<file path="src/rtl/irq_arbiter_if.sv">
// ============================================================================
// Module      : irq_arbiter_if
// Description : Request/acknowledge bundle between IRQ sources and arbiter.
// Revision    : 1.0 - initial release
// ============================================================================
`default_nettype none

interface irq_arbiter_if #(
    parameter int IRQ_SRCS = 8,
    parameter int ID_W     = 3
);
    logic [IRQ_SRCS-1:0] irq_src;
    logic                nmi_src;
    logic                rst_src;
    logic                cfg_we;
    logic [IRQ_SRCS-1:0] cfg_mask;
    logic                irq_ack;
    logic                nmi_ack;
    logic                eoi;
    logic                irq;
    logic                nmi;
    logic                rst;
    logic [ID_W-1:0]     irq_id;
    logic                in_service;
    logic [IRQ_SRCS-1:0] mask;

    modport slave (
        input  irq_src, nmi_src, rst_src, cfg_we, cfg_mask, irq_ack, nmi_ack, eoi,
        output irq, nmi, rst, irq_id, in_service, mask
    );

    modport master (
        output irq_src, nmi_src, rst_src, cfg_we, cfg_mask, irq_ack, nmi_ack, eoi,
        input  irq, nmi, rst, irq_id, in_service, mask
    );
endinterface

`default_nettype wire

</file>
<file path="src/rtl/irq_arbiter.sv">
// ============================================================================
// Module      : irq_arbiter
// Description : Round-robin IRQ arbiter with edge-triggered NMI and soft reset.
// Revision    : 1.0 - initial release
// ============================================================================
`default_nettype none

module irq_arbiter #(
    parameter int IRQ_SRCS = 8,
    parameter int ID_W     = 3
) (
    input  logic          clk,
    input  logic          a_rst,
    irq_arbiter_if.slave  bus
);
    typedef enum logic [1:0] {
        ST_IDLE    = 2'd0,
        ST_REQ     = 2'd1,
        ST_SERVICE = 2'd2
    } state_e;

    localparam logic [ID_W:0] N_EXT = (ID_W+1)'(IRQ_SRCS);

    state_e              state_q, state_d;
    logic [ID_W-1:0]     rr_q, rr_d;
    logic [ID_W-1:0]     id_q, id_d;
    logic [IRQ_SRCS-1:0] mask_q, mask_d;
    logic                nmi_pend_q, nmi_pend_d;
    logic                nmi_src_q;
    logic                rst_q;

    logic [IRQ_SRCS-1:0] cand;
    logic                nmi_edge;
    logic                win_vld;
    logic [ID_W-1:0]     win_id;
    logic [ID_W:0]       scan_idx;
    logic [ID_W:0]       id_inc_ext;
    logic [ID_W-1:0]     id_inc;

    assign cand     = bus.irq_src & mask_q;
    assign nmi_edge = bus.nmi_src & ~nmi_src_q;
    assign mask_d   = bus.cfg_we ? bus.cfg_mask : mask_q;

    // Scan from rr upward, wrapping, and keep the first enabled request.
    always_comb begin
        win_vld  = 1'b0;
        win_id   = '0;
        scan_idx = '0;
        for (int i = 0; i < IRQ_SRCS; i++) begin
            scan_idx = {1'b0, rr_q} + (ID_W+1)'(i);
            if (scan_idx >= N_EXT) begin
                scan_idx = scan_idx - N_EXT;
            end
            if (!win_vld && cand[scan_idx[ID_W-1:0]]) begin
                win_vld = 1'b1;
                win_id  = scan_idx[ID_W-1:0];
            end
        end
    end

    always_comb begin
        id_inc_ext = {1'b0, id_q} + {{ID_W{1'b0}}, 1'b1};
        id_inc     = (id_inc_ext == N_EXT) ? '0 : id_inc_ext[ID_W-1:0];
    end

    always_comb begin
        state_d    = state_q;
        rr_d       = rr_q;
        id_d       = id_q;
        nmi_pend_d = nmi_edge | (nmi_pend_q & ~bus.nmi_ack);
        case (state_q)
            ST_IDLE: begin
                if (win_vld) begin
                    state_d = ST_REQ;
                    id_d    = win_id;
                end
            end
            ST_REQ: begin
                // Acknowledge beats a simultaneous withdraw.
                if (bus.irq_ack) begin
                    state_d = ST_SERVICE;
                end else if (!cand[id_q]) begin
                    state_d = ST_IDLE;
                end
            end
            ST_SERVICE: begin
                if (bus.eoi) begin
                    state_d = ST_IDLE;
                    rr_d    = id_inc;
                end
            end
            default: state_d = ST_IDLE;
        endcase
        if (bus.rst_src) begin
            state_d    = ST_IDLE;
            rr_d       = '0;
            nmi_pend_d = 1'b0;
        end
    end

    always_ff @(posedge clk or posedge a_rst) begin
        if (a_rst) begin
            state_q    <= ST_IDLE;
            rr_q       <= '0;
            id_q       <= '0;
            mask_q     <= '0;
            nmi_pend_q <= 1'b0;
            nmi_src_q  <= 1'b0;
            rst_q      <= 1'b0;
        end else begin
            state_q    <= state_d;
            rr_q       <= rr_d;
            id_q       <= id_d;
            mask_q     <= mask_d;
            nmi_pend_q <= nmi_pend_d;
            nmi_src_q  <= bus.nmi_src;
            rst_q      <= bus.rst_src;
        end
    end

    assign bus.irq        = (state_q == ST_REQ);
    assign bus.in_service = (state_q == ST_SERVICE);
    assign bus.irq_id     = id_q;
    assign bus.nmi        = nmi_pend_q;
    assign bus.rst        = rst_q;
    assign bus.mask       = mask_q;

endmodule

`default_nettype wire
</file>
<file path="src/flat_wrapper.sv">
// flat-port wrapper written by rule: the top's interface ports become plain ports
module irq_arbiter_flat 
#(
    parameter int IRQ_SRCS = 8,
    parameter int ID_W     = 3
)
  (clk, a_rst, bus_irq_src, bus_nmi_src, bus_rst_src, bus_cfg_we, bus_cfg_mask, bus_irq_ack, bus_nmi_ack, bus_eoi, bus_irq, bus_nmi, bus_rst, bus_irq_id, bus_in_service, bus_mask);
  irq_arbiter_if #(.IRQ_SRCS(IRQ_SRCS), .ID_W(ID_W)) bus_i ();
  input  logic clk;
  input  logic a_rst;
  input wire logic [$bits(bus_i.irq_src)-1:0] bus_irq_src;
  input wire logic [$bits(bus_i.nmi_src)-1:0] bus_nmi_src;
  input wire logic [$bits(bus_i.rst_src)-1:0] bus_rst_src;
  input wire logic [$bits(bus_i.cfg_we)-1:0] bus_cfg_we;
  input wire logic [$bits(bus_i.cfg_mask)-1:0] bus_cfg_mask;
  input wire logic [$bits(bus_i.irq_ack)-1:0] bus_irq_ack;
  input wire logic [$bits(bus_i.nmi_ack)-1:0] bus_nmi_ack;
  input wire logic [$bits(bus_i.eoi)-1:0] bus_eoi;
  output wire logic [$bits(bus_i.irq)-1:0] bus_irq;
  output wire logic [$bits(bus_i.nmi)-1:0] bus_nmi;
  output wire logic [$bits(bus_i.rst)-1:0] bus_rst;
  output wire logic [$bits(bus_i.irq_id)-1:0] bus_irq_id;
  output wire logic [$bits(bus_i.in_service)-1:0] bus_in_service;
  output wire logic [$bits(bus_i.mask)-1:0] bus_mask;
  assign bus_i.irq_src = bus_irq_src;
  assign bus_i.nmi_src = bus_nmi_src;
  assign bus_i.rst_src = bus_rst_src;
  assign bus_i.cfg_we = bus_cfg_we;
  assign bus_i.cfg_mask = bus_cfg_mask;
  assign bus_i.irq_ack = bus_irq_ack;
  assign bus_i.nmi_ack = bus_nmi_ack;
  assign bus_i.eoi = bus_eoi;
  assign bus_irq = bus_i.irq;
  assign bus_nmi = bus_i.nmi;
  assign bus_rst = bus_i.rst;
  assign bus_irq_id = bus_i.irq_id;
  assign bus_in_service = bus_i.in_service;
  assign bus_mask = bus_i.mask;
  irq_arbiter #(.IRQ_SRCS(IRQ_SRCS), .ID_W(ID_W)) u_core (.clk(clk), .a_rst(a_rst), .bus(bus_i));
endmodule
</file>
<file path="config.mk">
export PLATFORM = sky130hd
export DESIGN_NAME = irq_arbiter_flat
export DESIGN_NICKNAME = d
export VERILOG_FILES = /design/src/rtl/irq_arbiter_if.sv /design/src/rtl/irq_arbiter.sv /design/src/flat_wrapper.sv
export SDC_FILE = /design/constraint.sdc
export NUM_CORES = 1
export LEC_CHECK = 0
export ABC_AREA = 0
export CORE_AREA = 4 4 78 80
export DETAILED_ROUTE_END_ITERATION = 16
export DIE_AREA = 0 0 82 84
export PLACE_DENSITY = 0.58
export SLEW_MARGIN = 15
export SYNTH_ARGS = -nofsm -noshare
export SYNTH_HDL_FRONTEND = slang
export SYNTH_SLANG_ARGS = --single-unit
</file>
<file path="constraint.sdc">
create_clock -name clk -period 6 [get_ports clk]
set_input_delay 0.6 -clock clk [delete_from_list [all_inputs] [get_ports clk]]
set_output_delay 0.6 -clock clk [all_outputs]
set_load 0.02 [all_outputs]
</file>
==> impl_metrics.toml <==
[outcome]
run_status = "completed"

[cts]
clkTransAtPathRegs_ns = 0.08
clock_latency_ns = 0.26
clock_tree.root_cell = "sky130_fd_sc_hd__clkbuf_8"
cts_made_buffers = 3
ctsHtreeMaxLevel = 1
cts-hold-fix-buffers = 0
cts_post_setup_buffers_inserted = 0
tritoncts_num_sinks = 19
ctsLongestPathBuffers = 2
tritoncts = "built"
cts_resized = 0

[placed_design]
finalWeightedCongestion = 0.866
dpl.hpwl_mm = 3.88
placedInstanceArea_um2 = 2310
place_inst = 287
buffer_ports.inserted = 38

[detailed_routing]
avg_wl_per_cell_um = 16.9
drt_iter0_markers = 114
detail_route.drc_violations = 0
wl_mm = 4.92
route.antenna.remaining_nets = 0
vias_per_cell = 5.68
via_count = 1653
detail_route.first_pass.iterations = 4

[critical_path]
worstSetupStartpointType = "flip-flop"
crit_slowest_cell = "sky130_fd_sc_hd__dfrtp_1"
critical_path_required_ns = 6.20
endpoint_kind_of_the_worst_setup_timing_path = "flip-flop"
worst-setup-path-type = "flip-flop to flip-flop"
timing.critical_path.cells = "clkinv_1, ha_1, xor2_4, mux4_2, o311a_1, a211o_1, or4b_1, nand3_1"
critPathTopFamily = "flip-flops"
critPathBufInv = 1
crit_fanout = 16
timing.critical_path.arrival_ns = 3.63
worst_path_largest_cell_delay_ns = 0.67

[synth]
post_synth_num_cell_types = 50
synthesis.area_um2 = 1880
netlist_instances = 183
async_reset_ff_share_pct = 100
ys_ff_latch = 19
synthesis.yosys.warnings = 0
synth.net_count = 210
ys_seq_area_share_pct = 25.4
per_instance_average_area_after_synthesis_um2 = 10.2
count_of_flip_flops_with_a_built_in_enable_after_synthesis = 0
postSynth.topFlopCell = "sky130_fd_sc_hd__dfrtp_1"

[pwr]
sequentialPowerShare_pct = 33.7
clkPwrFrac_pct = 17.3
net_sw_share_pct = 39.0
total_leakage_power_nw = 0.915
pint_w = 0.000331
finalPower_w = 0.000544
peakVddDrop_mv = 0.165
pwr-share-comb_pct = 49.0
power-per-cell-area_nw_per_um2 = 231
netSwitchingPower_w = 0.000212

[global_route]
global_route.overflow_total = 0
grt.total_usage_pct = 15.2
grt_pass1_vias = 1727
grt_max_degree = 20
global_route_wire_length_before_repair_mm = 8.22
grt_antenna_before_repair = 0

[sta]
relSlewSlack_pct = 50.1
grt_setup_unrepaired = "false"
worst_clk_skew_ns = 0.00178
fmax_mhz = 292
timing.final.setup_violations = 0
worst_slew_pin_slew_ns = 0.748
hold_viol_final = 0
finalCritPeriodShare_pct = 57.2
slew_viol_final = 0
tns_ns = 0
final_critical_period_ns = 3.43

[final_layout]
leading_cell_type_in_the_layout_fill_and_taps_excluded = "sky130_fd_sc_hd__clkdlybuf4s50_1"
ff_latch_area_um2 = 475
area_growth_synth_to_finish_pct = 25.8
final_cells = 291
finish.utilization_pct = 43.6
postLayoutCellArea_um2 = 2360
fillCellCount = 543
multi_input_comb_area_um2 = 1310
finalNetCount = 247
layout-drive-gt1-share_pct = 17.4
final_cell_mix = "sky130_fd_sc_hd__clkdlybuf4s50_1 (38), sky130_fd_sc_hd__dfrtp_1 (19), sky130_fd_sc_hd__nand2_1 (16), sky130_fd_sc_hd__mux4_2 (13)"
number_of_diodes_added_for_antenna_fixing = 0

[floorplan]
die-height_um = 84
start_util_pct = 34.7
die-area_um2 = 6890
dieWidth_um = 82
placementRows = 27
core_region_area_um2 = 5410
ios = 39

[job]
cap_viol_max_count = 0

[worst_hold_path]
min_path_type = "flip-flop to flip-flop"
per-stage QoR:
stage                     worst slack [ns]  hold slack [ns]
final                                 2.57            0.501
after detailed placement              2.60            0.490
after global placement                2.66            0.483
after CTS                             2.58            0.502
after floorplan                       3.16            0.456
after global routing                  2.38            0.528
kinds of logic (layout without fill, tap and decap cells):
| group | after synthesis | count (layout) | share of synthesized area [%] |
|---|---|---|---|
| xor gates and xnor gates | 5 | 5 | 3.34 |
| DFF | 19 | 19 | 25.4 |
| adders and majority gates | 3 | 3 | 2.00 |
| AOI/OAI and AO/OA | 40 | 40 | 15.3 |
| muxes | 36 | 36 | 31.8 |
| and+or+nand+nor | 63 | 63 | 17.7 |
| buffers and inverters | 17 | 53 | 4.60 |
synth_stat cells (all sizes together) (3+ instances only):
cell type | instances | share of area [%]
buf | 4 | 1.6
a211oi | 3 | 1.2
o21ai | 11 | 2.9
nand2 | 16 | 3.2
nand3 | 3 | 0.80
nand2b | 6 | 2.0
xnor2 | 3 | 1.4
mux2 | 9 | 5.4
or2 | 3 | 1.0
mux2i | 11 | 6.5
clkbuf | 3 | 0.60
a21oi | 6 | 1.8
o22ai | 3 | 1.0
dfrtp | 19 | 25
mux4 | 16 | 20
o211ai | 3 | 1.2
and2 | 9 | 3.0
nor2 | 11 | 2.2
ha | 3 | 2.0
nor3 | 4 | 1.1
inv | 9 | 2.2
power by group through the flow:
stage	Clock, W	Sequential, W	Combinational, W
floorplan	0	0.000192	0.000163
global placement	0	0.000186	0.000267
detailed placement	0	0.000186	0.000266
CTS	0.0000986	0.000183	0.000267
global route	0.000101	0.000187	0.000292
finish	0.0000939	0.000183	0.000266
metal layers:
layer  up-vias  global-route usage (%)  routed length, um
met4         0                    6.50                 95
met3        10                    1.94                172
met1       821                    21.1               2190
met5         -                       0                  0
li1        776                       -                  -
met2        46                    23.4               2470
final cells by class:
cell class / instances / share of cell area [%]
clock buffers: 3 / 1.75
clock inverters: 1 / 0.212
well taps: 72 / 3.82
inverters: 10 / 1.91
flip-flops and latches: 19 / 20.2
multi-input cells: 147 / 55.7
repair buffers: 39 / 16.4
flip-flops by register name, indices dropped and copies added, names as in the netlist:
register / cells
u_core.bus.irq_id: 3
u_core.bus.mask: 8
u_core.bus.nmi: 1
u_core.bus.rst: 1
u_core.nmi_src_q: 1
u_core.rr_q: 3
u_core.state_q: 2
final timing paths:
kind                                             end  slack [ns]              from  depth (start not counted)
worst min-delay path                  u_core.bus.nmi        0.50  u_core.nmi_src_q                          2
min in group asynchronous             u_core.bus.nmi        0.76             a_rst                          2
worst max register to register  u_core.bus.irq_id[0]        2.57    u_core.rr_q[1]                          8
worst max-delay path            u_core.bus.irq_id[0]        2.57    u_core.rr_q[1]                          8
worst min register to register        u_core.bus.nmi        0.50  u_core.nmi_src_q                          2
max in group asynchronous         u_core.bus.mask[2]        4.77             a_rst                          2
worst min-delay path: stages (launching register included):
cell and delay (ns):
sky130_fd_sc_hd__dfrtp_1 0.32, sky130_fd_sc_hd__nand2b_1 0.09, sky130_fd_sc_hd__a21oi_1 0.06
No activity file was read; power rests on OpenSTA's default activity.
